==> src/rtl/vnes_pkg.sv <==
// Shared constants for the NES controller path: button bit positions and
// the default debounce window, used by the joypad and controller port blocks.
package vnes_pkg;

    localparam int unsigned NUM_BTNS  = 8;

    localparam int unsigned BTN_A      = 0;
    localparam int unsigned BTN_B      = 1;
    localparam int unsigned BTN_SELECT = 2;
    localparam int unsigned BTN_START  = 3;
    localparam int unsigned BTN_UP     = 4;
    localparam int unsigned BTN_DOWN   = 5;
    localparam int unsigned BTN_LEFT   = 6;
    localparam int unsigned BTN_RIGHT  = 7;

    localparam logic [15:0] DEBOUNCE_CYCLES_DEFAULT = 16'd50000;

endpackage

==> src/rtl/btn_debounce.sv <==
// One-bit button conditioner: 2-flop synchronizer followed by a stable-count
// debouncer that accepts a new level after DEBOUNCE_CYCLES consecutive cycles.
module btn_debounce
    import vnes_pkg::*;
#(
    parameter logic [15:0] DEBOUNCE_CYCLES = DEBOUNCE_CYCLES_DEFAULT
) (
    input  logic clk,
    input  logic reset,
    input  logic raw_i,
    output logic level_o
);

    localparam logic [15:0] CNT_LAST = DEBOUNCE_CYCLES - 16'd1;

    logic        meta_q;
    logic        sync_q;
    logic        level_q;
    logic        level_d;
    logic [15:0] cnt_q;
    logic [15:0] cnt_d;

    // Any return to the accepted level restarts the count, rejecting glitches.
    always_comb begin
        level_d = level_q;
        cnt_d   = cnt_q + 16'd1;
        if (sync_q == level_q) begin
            cnt_d = '0;
        end else if (cnt_q == CNT_LAST) begin
            level_d = sync_q;
            cnt_d   = '0;
        end
    end

    always_ff @(posedge clk) begin
        if (reset) begin
            meta_q  <= 1'b0;
            sync_q  <= 1'b0;
            level_q <= 1'b0;
            cnt_q   <= '0;
        end else begin
            meta_q  <= raw_i;
            sync_q  <= meta_q;
            level_q <= level_d;
            cnt_q   <= cnt_d;
        end
    end

    assign level_o = level_q;

endmodule

==> src/rtl/joypad_emulator.sv <==
// NES joypad emulator: debounces eight raw buttons and serves them through a
// 4021-style parallel-load / serial-shift register, active-low on the wire.
module joypad_emulator
    import vnes_pkg::*;
#(
    parameter logic [15:0] DEBOUNCE_CYCLES = DEBOUNCE_CYCLES_DEFAULT
) (
    input  logic                clk,
    input  logic                reset,
    input  logic [NUM_BTNS-1:0] btn_in,
    input  logic                ctrlr_latch,
    input  logic                ctrlr_clk,
    output logic                ctrlr_out,
    output logic [NUM_BTNS-1:0] btn_state
);

    logic [NUM_BTNS-1:0] btn_db;
    logic [7:0]          sh_q;
    logic [7:0]          sh_d;
    logic                clk_prev_q;

    for (genvar i = 0; i < NUM_BTNS; i++) begin : g_btn
        btn_debounce #(
            .DEBOUNCE_CYCLES(DEBOUNCE_CYCLES)
        ) u_debounce (
            .clk    (clk),
            .reset  (reset),
            .raw_i  (btn_in[i]),
            .level_o(btn_db[i])
        );
    end

    // Latch is level-sensitive and wins over a coincident shift-clock edge;
    // ones fill in from the top so an over-read reports "not pressed".
    always_comb begin
        sh_d = sh_q;
        if (ctrlr_latch) begin
            sh_d = ~btn_db;
        end else if (ctrlr_clk && !clk_prev_q) begin
            sh_d = {1'b1, sh_q[7:1]};
        end
    end

    always_ff @(posedge clk) begin
        if (reset) begin
            sh_q       <= '1;
            clk_prev_q <= 1'b0;
        end else begin
            sh_q       <= sh_d;
            clk_prev_q <= ctrlr_clk;
        end
    end

    assign ctrlr_out = sh_q[BTN_A];
    assign btn_state = btn_db;

endmodule

==> config.mk <==
export PLATFORM = sky130hd
export DESIGN_NAME = joypad_emulator
export DESIGN_NICKNAME = d
export VERILOG_FILES = /design/src/rtl/vnes_pkg.sv /design/src/rtl/btn_debounce.sv /design/src/rtl/joypad_emulator.sv
export SDC_FILE = /design/constraint.sdc
export NUM_CORES = 1
export LEC_CHECK = 0
export ABC_CLOCK_PERIOD_IN_PS = 2600
export BUFFER_PORTS_ARGS = -buffer_cell sky130_fd_sc_hd__buf_4
export CORE_MARGIN = 5
export CORE_UTILIZATION = 39
export CTS_BUF_LIST = sky130_fd_sc_hd__clkbuf_16
export DETAILED_ROUTE_END_ITERATION = 10
export MAX_ROUTING_LAYER = met4
export PLACE_DENSITY_LB_ADDON = 0.2
export SLEW_MARGIN = 40
export SYNTH_ARGS = -nofsm -noshare
export SYNTH_HDL_FRONTEND = slang
export SYNTH_SLANG_ARGS = --single-unit
==> constraint.sdc <==
create_clock -name clk -period 2.6 [get_ports clk]
set_clock_uncertainty 0.2 [all_clocks]
set_input_delay 0.52 -clock clk [delete_from_list [all_inputs] [get_ports clk]]
set_output_delay 0.52 -clock clk [all_outputs]
set_load 0.02 [all_outputs]
==> impl_metrics.toml <==
[yosys]
synth-simple-area-share_pct = 28.8
synth.area.mux_share_pct = 1.45
synth.avg_cell_area_sq_um = 8.96
yosys_warnings = 0
synthesis.area_sq_um = 6900
synthDistinctLibCells = 38
syn_nets = 790
ys_ff_latch = 161
synth_compound_area_share_pct = 2.83
synth-xor-area-share_pct = 14.7
syn_inst = 770
synthAdderAreaFrac_pct = 1.45
synth_top_family_by_area = "simple AND/OR/NAND/NOR gates"
ys_seq_area_share_pct = 46.7

[timing]
maxSlewHeadroom_pct = 65.8
setup_tns_ps = 0
min_period_ps = 2300
rsz0062_at_grt = "no"
worstMarginPinSlew_ps = 512
fmax_mhz = 434
setup_viol = 0
drv_slew = 0
hold_viol_final = 0
timing.final.crit_share_pct = 88.6

[worst_setup_path]
rr_startpoint = "g_btn[0].u_debounce.cnt_q[0]$_SDFF_PP0_"
start_kind = "register"
end_kind = "register"
setup.worst_path.class = "register to register"
ff2ff_setup_slack_ps = 300
critPathRequiredTime_ps = 2690
critPathMaxFanout = 16
r2r_cells = 5
worstReg2RegEnd = "g_btn[0].u_debounce.cnt_q[7]$_SDFF_PP0_"
arrival_ps = 2390

[cts]
clk_latency_ps = 420
cts_max_level = 4
clock_sink_count = 161
cts_resized = 0
numCtsBuffers = 17
ctsHoldBuffers = 0
post_cts_buffers = 0
clock_path_buffers = 2
root_buffer = "clkbuf_16"
cts_tree = "yes"
clk_pin_slew_ps = 60

[job]
cap_violations = 0

[global_routing]
grt_pass1_wl_microns = 22300
top_usage_layer = "met2"
met3_usage_pct = 3.99
groute.usage.overall_pct = 13.7
antenna_found_initial = 0
grtUsageMet1_pct = 16.6
grtUsageMet2_pct = 21.9
grt_pass1_vias = 4859
overflow = 0
grt_max_degree = 44

[detailed_routing]
first_pass_iters = 5
drtAntennaViolNets = 0
drtIter0Drc = 230
routedWlPerCell_microns = 12.8
totalWireLength_microns = 13100
viasPerCell = 5.01
drcViolationCount = 0
vias = 5116

[cells_and_area]
fill_cells = 1669
area_delta_synth_final_pct = 11.9
final_util_pct = 44.5
antenna_cells = 0
drive_above_1_share_pct = 6.91
layout.nets = 805

[floorplan]
design.core.area_sq_um = 17400
dieHeight_microns = 143
rows = 48
ios = 21
start_util_pct = 39.8
die_area_sq_um = 20500
die_x_microns = 143

[hold_path]
hold_path_depth = 2
holdPathEnd = "g_btn[3].u_debounce.meta_q$_SDFF_PP0_"
min_path_type = "input pin to register"
hp-start = "btn_in[3]"

[power]
ir_drop_uv = 597
power_frac_clock_pct = 47.3
pwr_density_cell_nw_per_um2 = 633
cell_internal_pwr_mw = 3.89
pwr-share-seq_pct = 51.1
combPwrFrac_pct = 1.6
p_sw_share_pct = 20.5
p_switching_mw = 1.00
leakage_nw = 2.33

[run_status]
status = "completed"

[placed_design]
dpl.hpwl_microns = 8930
globalplace.congestion = 0.858
io_buffers = 20
[worst max-delay path, cell delays in order, from the launching register on]
cell	delay, ps
dfxtp_1	370
ha_1	270
or4bb_1	420
nor4_1	300
or3_1	490
nor2_1	110
[flip-flops by register name, indices dropped and copies added, names as in the netlist]
| signal | flops |
|---|---|
| g_btn.u_debounce.cnt_q | 128 |
| g_btn.u_debounce.meta_q | 8 |
| g_btn.u_debounce.sync_q | 8 |
| clk_prev_q | 1 |
| g_btn.u_debounce.level_o | 8 |
| sh_q | 8 |
[synthesized netlist by cell type]
library cell	n	area, sq um
buf_4	8	60.1
buf_2	2	10.0
nand3_1	45	225
o31ai_1	1	7.51
a31o_2	3	26.3
a21oi_1	9	45.0
nor4_1	41	257
or2_2	2	12.5
clkbuf_1	13	48.8
nand2b_1	6	37.5
and3_1	11	68.8
o21ai_4	2	32.5
nor2b_1	20	125
inv_1	31	116
a22oi_1	1	7.51
a211oi_1	3	22.5
a211o_1	3	26.3
nor4bb_1	9	90.1
or4_4	2	22.5
xnor2_1	102	893
mux2i_1	10	100
or4_1	2	15.0
nand2_1	26	97.6
nand4_1	31	194
or4bb_1	1	11.3
o21ai_0	2	10.0
nor3_1	30	150
nor4b_1	4	35.0
nor2_1	152	571
ha_1	8	100
dfxtp_1	161	3220
or3_1	3	18.8
o41ai_1	2	17.5
buf_6	4	45.0
xor2_1	14	123
or4b_1	2	20.0
nand4b_1	3	26.3
and4b_1	1	10.0
[per-layer routing]
| layer | part of all wire, % | wire (microns) |
|---|---|---|
| met1 | 48 | 6270 |
| met3 | 3.2 | 413 |
| met2 | 48 | 6230 |
| met4 | 1.1 | 148 |
| met5 | 0 | 0 |
[cell families (layout without fill, tap and decap cells)]
kind of cell	count (synthesis)	after routing
AO/OA/AOI/OAI	26	26
XOR/XNOR	116	116
adder cells (fa/ha/maj)	8	8
buffers and inverters	58	84
flip-flops	161	161
multiplexers	10	10
AND/OR/NAND/NOR	391	391
[how the worst max path moves through the flow]
| stage | to | slack, ps | startpoint | cells past startpoint |
|---|---|---|---|---|
| floorplan | g_btn[2].u_debounce.cnt_q[7]$_SDFF_PP0_ | 470 | g_btn[2].u_debounce.cnt_q[7]$_SDFF_PP0_ | 6 |
| global placement | g_btn[2].u_debounce.cnt_q[3]$_SDFF_PP0_ | 400 | g_btn[2].u_debounce.cnt_q[7]$_SDFF_PP0_ | 4 |
| detailed placement | g_btn[0].u_debounce.cnt_q[9]$_SDFF_PP0_ | 280 | g_btn[0].u_debounce.cnt_q[0]$_SDFF_PP0_ | 5 |
| CTS | g_btn[0].u_debounce.cnt_q[7]$_SDFF_PP0_ | 270 | g_btn[0].u_debounce.cnt_q[0]$_SDFF_PP0_ | 5 |
| global route | g_btn[0].u_debounce.cnt_q[7]$_SDFF_PP0_ | 50 | g_btn[0].u_debounce.cnt_q[0]$_SDFF_PP0_ | 5 |
| finish | g_btn[0].u_debounce.cnt_q[7]$_SDFF_PP0_ | 300 | g_btn[0].u_debounce.cnt_q[0]$_SDFF_PP0_ | 5 |
[cells in the final DEF (no fill, tap or decap)]
master	netlist	routed
dfxtp_1	161	161
nor2_1	152	152
xnor2_1	102	102
nand3_1	45	45
nor4_1	41	41
inv_1	31	36
nand4_1	31	31
nor3_1	30	30
nand2_1	26	26
buf_4	8	23
nor2b_1	20	20
clkbuf_16	0	17
xor2_1	14	14
and3_1	11	11
mux2i_1	10	10
nor4bb_1	9	9
a21oi_1	9	9
ha_1	8	8
nand2b_1	6	6
nor4b_1	4	4
a211oi_1	3	3
a211o_1	3	3
nand4b_1	3	3
or3_1	3	3
a31o_2	3	3
clkinv_2	0	3
or4_1	2	2
or4b_1	2	2
or4_4	2	2
o21ai_4	2	2
or2_2	2	2
o21ai_0	2	2
o41ai_1	2	2
clkinv_1	0	2
bufinv_16	0	2
or4bb_1	1	1
a22oi_1	1	1
o31ai_1	1	1
and4b_1	1	1
clkinvlp_4	0	1
[layout make-up]
type / instances / area, sq um / area share [%]
clock inverters: 13 / 109 / 1.41
well taps: 225 / 282 / 3.64
inverters: 31 / 116 / 1.51
repair buffers: 23 / 173 / 2.23
clock buffers: 17 / 425 / 5.51
multi-input cells: 551 / 3400 / 44.0
flip-flops and latches: 161 / 3220 / 41.7
[power by group through the flow]
stage	combinational [mW]	clock [mW]	sequential, mW
6_report	0.0804	2.31	2.50
5_1_grt	0.0897	2.49	2.50
4_1_cts	0.0819	2.40	2.50
3_5_place_dp	0.0817	0	2.55
3_3_place_gp	0.0796	0	2.55
2_1_floorplan	0.0549	0	2.55
[metrics by stage]
stage | hold WS (ps) | instances | power, mW | setup slack, ps | area (sq um)
after detailed placement | 222 | 991 | 2.63 | 280 | 7190
after global routing | 92.2 | 1021 | 5.07 | 51.2 | 7730
after CTS | 87.9 | 1021 | 4.98 | 274 | 7730
after floorplan | 214 | 770 | 2.60 | 472 | 6900
after global placement | 223 | 991 | 2.63 | 403 | 7190
final | 109 | 1021 | 4.89 | 296 | 7730
No activity file was read; power rests on OpenSTA's default activity.
